`src/rtl/lsu_ctrl_pkg.sv`:
```
`default_nettype none
// ============================================================================
// Package : lsu_defs
// Shared funct3/mode constants, FSM encoding and width helpers for lsu_ctrl.
// Revision: 1.0
// ============================================================================
package lsu_defs;

  localparam logic [2:0] F3_LB  = 3'b000;
  localparam logic [2:0] F3_LH  = 3'b001;
  localparam logic [2:0] F3_LW  = 3'b010;
  localparam logic [2:0] F3_LBU = 3'b100;
  localparam logic [2:0] F3_LHU = 3'b101;

  // One-hot width code understood by the RAM byte-write-enable decoder
  localparam logic [2:0] MODE_NONE = 3'b000;
  localparam logic [2:0] MODE_B    = 3'b001;
  localparam logic [2:0] MODE_H    = 3'b010;
  localparam logic [2:0] MODE_W    = 3'b100;

  typedef enum logic [1:0] {
    S_IDLE  = 2'd0,
    S_ISSUE = 2'd1,
    S_WAIT  = 2'd2,
    S_RESP  = 2'd3
  } state_t;

  function automatic logic [2:0] f3_mode(input logic [1:0] sz);
    case (sz)
      2'b00:   f3_mode = MODE_B;
      2'b01:   f3_mode = MODE_H;
      2'b10:   f3_mode = MODE_W;
      default: f3_mode = MODE_NONE;
    endcase
  endfunction

  function automatic logic f3_legal(input logic we, input logic [2:0] f3);
    if (we)
      f3_legal = (f3[2] == 1'b0) && (f3[1:0] != 2'b11);
    else
      f3_legal = (f3 == F3_LB) || (f3 == F3_LH) || (f3 == F3_LW) ||
                 (f3 == F3_LBU) || (f3 == F3_LHU);
  endfunction

  function automatic logic [31:0] replicate(input logic [1:0] sz, input logic [31:0] d);
    case (sz)
      2'b00:   replicate = {4{d[7:0]}};
      2'b01:   replicate = {2{d[15:0]}};
      default: replicate = d;
    endcase
  endfunction

endpackage
`default_nettype wire

```
`src/rtl/lsu_load_align.sv`:
```
`default_nettype none
// ============================================================================
// Module  : lsu_load_align
// Lane select and sign/zero extension of a RAM read word for loads.
// Revision: 1.0
// ============================================================================
module lsu_load_align
  import lsu_defs::*;
(
  input  logic [2:0]  funct3,
  input  logic [1:0]  cs,
  input  logic [31:0] rdata,
  output logic [31:0] data
);

  logic [7:0]  byte_lane;
  logic [15:0] half_lane;
  logic        sext;

  assign sext = ~funct3[2];

  always_comb begin
    byte_lane = rdata[7:0];
    case (cs)
      2'b00:   byte_lane = rdata[7:0];
      2'b01:   byte_lane = rdata[15:8];
      2'b10:   byte_lane = rdata[23:16];
      default: byte_lane = rdata[31:24];
    endcase
    half_lane = cs[1] ? rdata[31:16] : rdata[15:0];

    case (funct3[1:0])
      2'b00:   data = {{24{sext & byte_lane[7]}}, byte_lane};
      2'b01:   data = {{16{sext & half_lane[15]}}, half_lane};
      default: data = rdata;
    endcase
  end

endmodule
`default_nettype wire

```
`src/rtl/lsu_ctrl.sv`:
```
`default_nettype none
// ============================================================================
// Module  : lsu_ctrl
// Single-outstanding load/store controller feeding the RAM write-enable
// decoder. Optional macro LSU_MISALIGN_TRAP_EN traps misaligned half/word.
// Revision: 1.0
// ============================================================================
module lsu_ctrl
  import lsu_defs::*;
#(
  parameter int ADDR_W = 12,
  parameter int RD_LAT = 1
)(
  input  logic              clk,
  input  logic              rst,
  input  logic              req_valid,
  output logic              req_ready,
  input  logic              req_we,
  input  logic [2:0]        req_funct3,
  input  logic [31:0]       req_addr,
  input  logic [31:0]       req_wdata,
  output logic              ram_en,
  output logic [ADDR_W-1:0] ram_addr,
  output logic [2:0]        ram_mode,
  output logic [1:0]        ram_cs,
  output logic [31:0]       ram_wdata,
  input  logic [31:0]       ram_rdata,
  output logic              rsp_valid,
  input  logic              rsp_ready,
  output logic [31:0]       rsp_rdata,
  output logic              rsp_err
);

  state_t      state, state_nx;
  logic [2:0]  cnt;
  logic        we_q;
  logic [2:0]  f3_q;
  logic        legal, trap, go, accept;
  logic [1:0]  cs_al;
  logic [31:0] load_data;
  logic        unused_addr;

  assign unused_addr = &{1'b0, req_addr[31:ADDR_W+2]};

  assign legal  = f3_legal(req_we, req_funct3);
  assign accept = req_valid & req_ready;
  assign go     = legal & ~trap;

`ifdef LSU_MISALIGN_TRAP_EN
  assign trap  = ((req_funct3[1:0] == 2'b01) && req_addr[0]) ||
                 ((req_funct3[1:0] == 2'b10) && (req_addr[1:0] != 2'b00));
  assign cs_al = req_addr[1:0];
`else
  assign trap = 1'b0;
  // Misaligned half/word accesses are silently aligned down
  always_comb begin
    case (req_funct3[1:0])
      2'b01:   cs_al = {req_addr[1], 1'b0};
      2'b10:   cs_al = 2'b00;
      default: cs_al = req_addr[1:0];
    endcase
  end
`endif

  lsu_load_align u_align (
    .funct3 (f3_q),
    .cs     (ram_cs),
    .rdata  (ram_rdata),
    .data   (load_data)
  );

  always_comb begin
    state_nx  = state;
    req_ready = 1'b0;
    ram_en    = 1'b0;
    ram_mode  = MODE_NONE;
    rsp_valid = 1'b0;
    case (state)
      S_IDLE: begin
        req_ready = 1'b1;
        if (req_valid) state_nx = go ? S_ISSUE : S_RESP;
      end
      S_ISSUE: begin
        ram_en = 1'b1;
        if (we_q) begin
          ram_mode = f3_mode(f3_q[1:0]);
          state_nx = S_RESP;
        end else begin
          state_nx = S_WAIT;
        end
      end
      S_WAIT: begin
        if (cnt == 3'd1) state_nx = S_RESP;
      end
      default: begin
        rsp_valid = 1'b1;
        if (rsp_ready) state_nx = S_IDLE;
      end
    endcase
  end

  always_ff @(posedge clk) begin
    if (rst) begin
      state     <= S_IDLE;
      cnt       <= 3'd0;
      we_q      <= 1'b0;
      f3_q      <= 3'd0;
      ram_addr  <= '0;
      ram_cs    <= 2'd0;
      ram_wdata <= 32'd0;
      rsp_rdata <= 32'd0;
      rsp_err   <= 1'b0;
    end else begin
      state <= state_nx;
      case (state)
        S_IDLE: begin
          if (accept) begin
            we_q      <= req_we;
            f3_q      <= req_funct3;
            rsp_rdata <= 32'd0;
            rsp_err   <= ~go;
            if (go) begin
              ram_addr  <= req_addr[ADDR_W+1:2];
              ram_cs    <= cs_al;
              ram_wdata <= replicate(req_funct3[1:0], req_wdata);
            end
          end
        end
        S_ISSUE: cnt <= 3'(RD_LAT);
        S_WAIT: begin
          cnt <= cnt - 3'd1;
          if (cnt == 3'd1) rsp_rdata <= load_data;
        end
        default: begin
          if (rsp_ready) begin
            rsp_rdata <= 32'd0;
            rsp_err   <= 1'b0;
          end
        end
      endcase
    end
  end

endmodule
`default_nettype wire

```
`config.mk`:
```
export PLATFORM = sky130hd
export DESIGN_NAME = lsu_ctrl
export DESIGN_NICKNAME = d
export VERILOG_FILES = /design/src/rtl/lsu_ctrl_pkg.sv /design/src/rtl/lsu_load_align.sv /design/src/rtl/lsu_ctrl.sv
export SDC_FILE = /design/constraint.sdc
export NUM_CORES = 1
export LEC_CHECK = 0
export CAP_MARGIN = 0
export CORE_ASPECT_RATIO = 0.75
export CORE_MARGIN = 3
export CORE_UTILIZATION = 48
export CTS_CLUSTER_SIZE = 12
export DETAILED_ROUTE_END_ITERATION = 10
export PLACE_DENSITY = 0.87
export SLEW_MARGIN = 20
export SYNTH_ARGS = -nofsm -noshare
export SYNTH_HDL_FRONTEND = slang
export SYNTH_HIERARCHICAL = 1
export SYNTH_SLANG_ARGS = --single-unit
```
`constraint.sdc`:
```
create_clock -name clk -period 2.95 [get_ports clk]
set_input_delay 0.7375 -clock clk [delete_from_list [all_inputs] [get_ports clk]]
set_output_delay 0.7375 -clock clk [all_outputs]
set_load 0.02 [all_outputs]
```
==> impl_metrics.yaml <==
run_status:
  status: "finished clean"
critical_path:
  crit_fanout: 5
  required_ns: 2.21
  r2r_cells: 7
  r2r_start: "f3_q[1]$_SDFFE_PP0P_"
  crit_path_start: "state[1]$_SDFFE_PP0P_"
  cp-start-kind: "flop"
  cp-end-kind: "primary output"
  cp.arrival_ns: 2.10
  reg2reg_slack_ns: 0.59
  reg2reg_to: "rsp_rdata[8]$_SDFFE_PP0P_"
  path_class: "flop to primary output"
clock_network:
  post_cts_resized: 1
  cts.sink_count: 88
  cts_tree: "built"
  cts_root_buf: "clkbuf_16"
  clkLatencyLatePin_ns: 0.34
  htreeDepth: 3
  clkSlewWorstSetupHoldPaths_ns: 0.06
  cts_setup_buffers: 0
  hold_buffers: 0
  cts_buffer_depth: 2
  cts_buffers: 9
synth:
  ys_seq_area_share_pct: 36.5
  synth_edf_count: 0
  syn-cell-area_um2: 4830
  yosys.area.top_type_share_pct: 36.5
  synth-seq-cells: 88
  avgSynthCellArea_um2: 8.39
  syn_inst: 575
  ys.flop_type: "dfxtp_1"
  async_reset_ff_share_pct: 0
  yosys_warnings: 6
  synth_cell_types: 45
  synth.area.top_cells: "dfxtp_1 37%, a21oi_1 6.9%, nand3_1 6.5%, nand2_1 6.1%, o211ai_1 5.8%"
  yosysTopAreaCell: "dfxtp_1"
  synth_nets: 689
detailed_routing:
  drtPass1Iterations: 7
  via_count: 5112
  drc: 0
  ant_nets: 0
  drt_first_iter_violations: 538
  vias_per_cell: 5.98
  wire_per_inst_um: 19.0
  wirelength_um: 16200
pwr:
  p_leak_uw: 0.00244
  p_per_area_nw_per_um2: 684
  totalPowerFinal_uw: 4680
  ir_drop_v: 0.000396
final_layout:
  multiInputGateArea_um2: 2670
  syn_to_final_growth_pct: 42.0
  utilization_pct: 70.4
  mostFrequentLayoutCells: "168 x clkdlybuf4s50_1, 88 x dfxtp_1, 78 x nand2_1, 67 x a21oi_1, 63 x nand3_1"
  antenna_cells: 0
  seqCellArea_um2: 1760
  drive_gt1_share_pct: 8.30
  fillers: 748
  nNetsFinal: 832
  final_common_cell: "clkdlybuf4s50_1"
floorplanning:
  die_w_um: 122
  die-height_um: 92.8
  dieArea_um2: 11300
  coreArea_um2: 9740
  pin_count: 189
  initial_core_util_pct: 49.6
  rows: 31
global_route:
  grt_max_degree: 53
  grt.total_usage_pct: 27.9
  grt_pass1_vias: 4886
  overflow: 0
  antenna_found_initial: 0
  grt_pass1_wl_um: 25300
worst_hold_path:
  worstHoldPathCells: 2
  min-delay-start: "rsp_rdata[18]$_SDFFE_PP0P_"
  worstHoldEndpoint: "rsp_rdata[18]$_SDFFE_PP0P_"
  hold_class: "flop to flop"
sta:
  slew_headroom_pct: 39.8
  rsz0062_at_grt: "false"
  holdWs_ns: 0.450
  post-route-period-util_pct: 96.3
  drv_slew: 0
  fin_setup_tns_ns: 0
  setup_violations: 0
  tightest_slew_ns: 0.900
  finClkSkew_ns: 0.00440
  max_freq_mhz: 352
  timing_hold_violations_final: 0
  min_period_ns: 2.84
placed_design:
  portBuffers: 170
  gp_congestion: 0.910
  dp_hpwl_um: 11600
flow_run:
  maxCapViolations: 0
==> through the flow <==
step / area (um^2) / setup slack, ns / instances
6_report: 6850 / 0.110 / 855
5_1_grt: 6850 / 0.00308 / 855
4_1_cts: 6850 / 0.0656 / 855
3_5_place_dp: 6560 / 0.0191 / 839
3_3_place_gp: 6560 / 0.112 / 839
2_1_floorplan: 4830 / 0.737 / 575
==> sequential cells by signal, summed over array words and instances, names as in the netlist <==
name	flops
cnt	3
ram_cs	2
ram_addr	12
rsp_err	1
f3_q	3
rsp_rdata	32
we_q	1
state	2
ram_wdata	32
==> critical path: stages, from the launching register on <==
cell	delay, ns
dfxtp_1	0.33
inv_1	0.13
ha_2	0.28
nand2_1	0.17
nor3b_1	0.22
clkdlybuf4s50_1	0.63
==> synthesized netlist by cell type (9+ instances only) <==
| library cell | instances |
|---|---|
| o211ai_1 | 37 |
| inv_1 | 21 |
| ha_1 | 10 |
| a21oi_1 | 67 |
| nor2b_1 | 10 |
| a311oi_1 | 9 |
| nand2_1 | 78 |
| mux2i_1 | 26 |
| nand3_1 | 63 |
| clkbuf_1 | 30 |
| dfxtp_1 | 88 |
| o211ai_2 | 10 |
| buf_2 | 21 |
| a22oi_1 | 17 |
==> how the worst max path moves through the flow <==
stage	slack (ns)	depth (start not counted)	end
finish	0.11	5	ram_mode[2]
detailed placement	0.02	7	ram_wdata[22]$_SDFFE_PP0P_
global placement	0.11	7	ram_wdata[18]$_SDFFE_PP0P_
floorplan	0.74	4	ram_mode[2]
CTS	0.07	5	ram_mode[1]
global route	0.003	5	ram_mode[2]
==> power by group <==
group / switching (uW) / leakage [uW] / total (uW) / internal (uW)
logic: 1270 / 0.00159 / 2100 / 836
registers: 102 / 0.000715 / 1450 / 1350
clock network: 476 / 0.000132 / 1130 / 656
total: 1840 / 0.00244 / 4680 / 2840
==> per-layer routing <==
metal | global-route usage (%) | wire (um)
met3 | 6.29 | 1240
met2 | 43.9 | 7530
met5 | 0 | 0
met4 | 7.09 | 234
met1 | 38.7 | 7210
==> cell families after synthesis <==
group           after synthesis  synth area share, %
flops                        88                 36.5
buf+inv                      83                 8.24
simple gates                175                 17.2
fa+ha+maj                    10                 2.59
mux                          28                 5.86
compound gates              191                 29.6
==> area by class of cell <==
cell class / instances / share of cell area [%]
multi-input combinational: 404 / 38.9
timing repair buffer: 193 / 27.5
inverter: 22 / 1.21
clock buffer: 11 / 3.40
tap: 132 / 2.41
clock inverter: 5 / 0.840
sequential: 88 / 25.7
(Power assumes the default switching activity.)
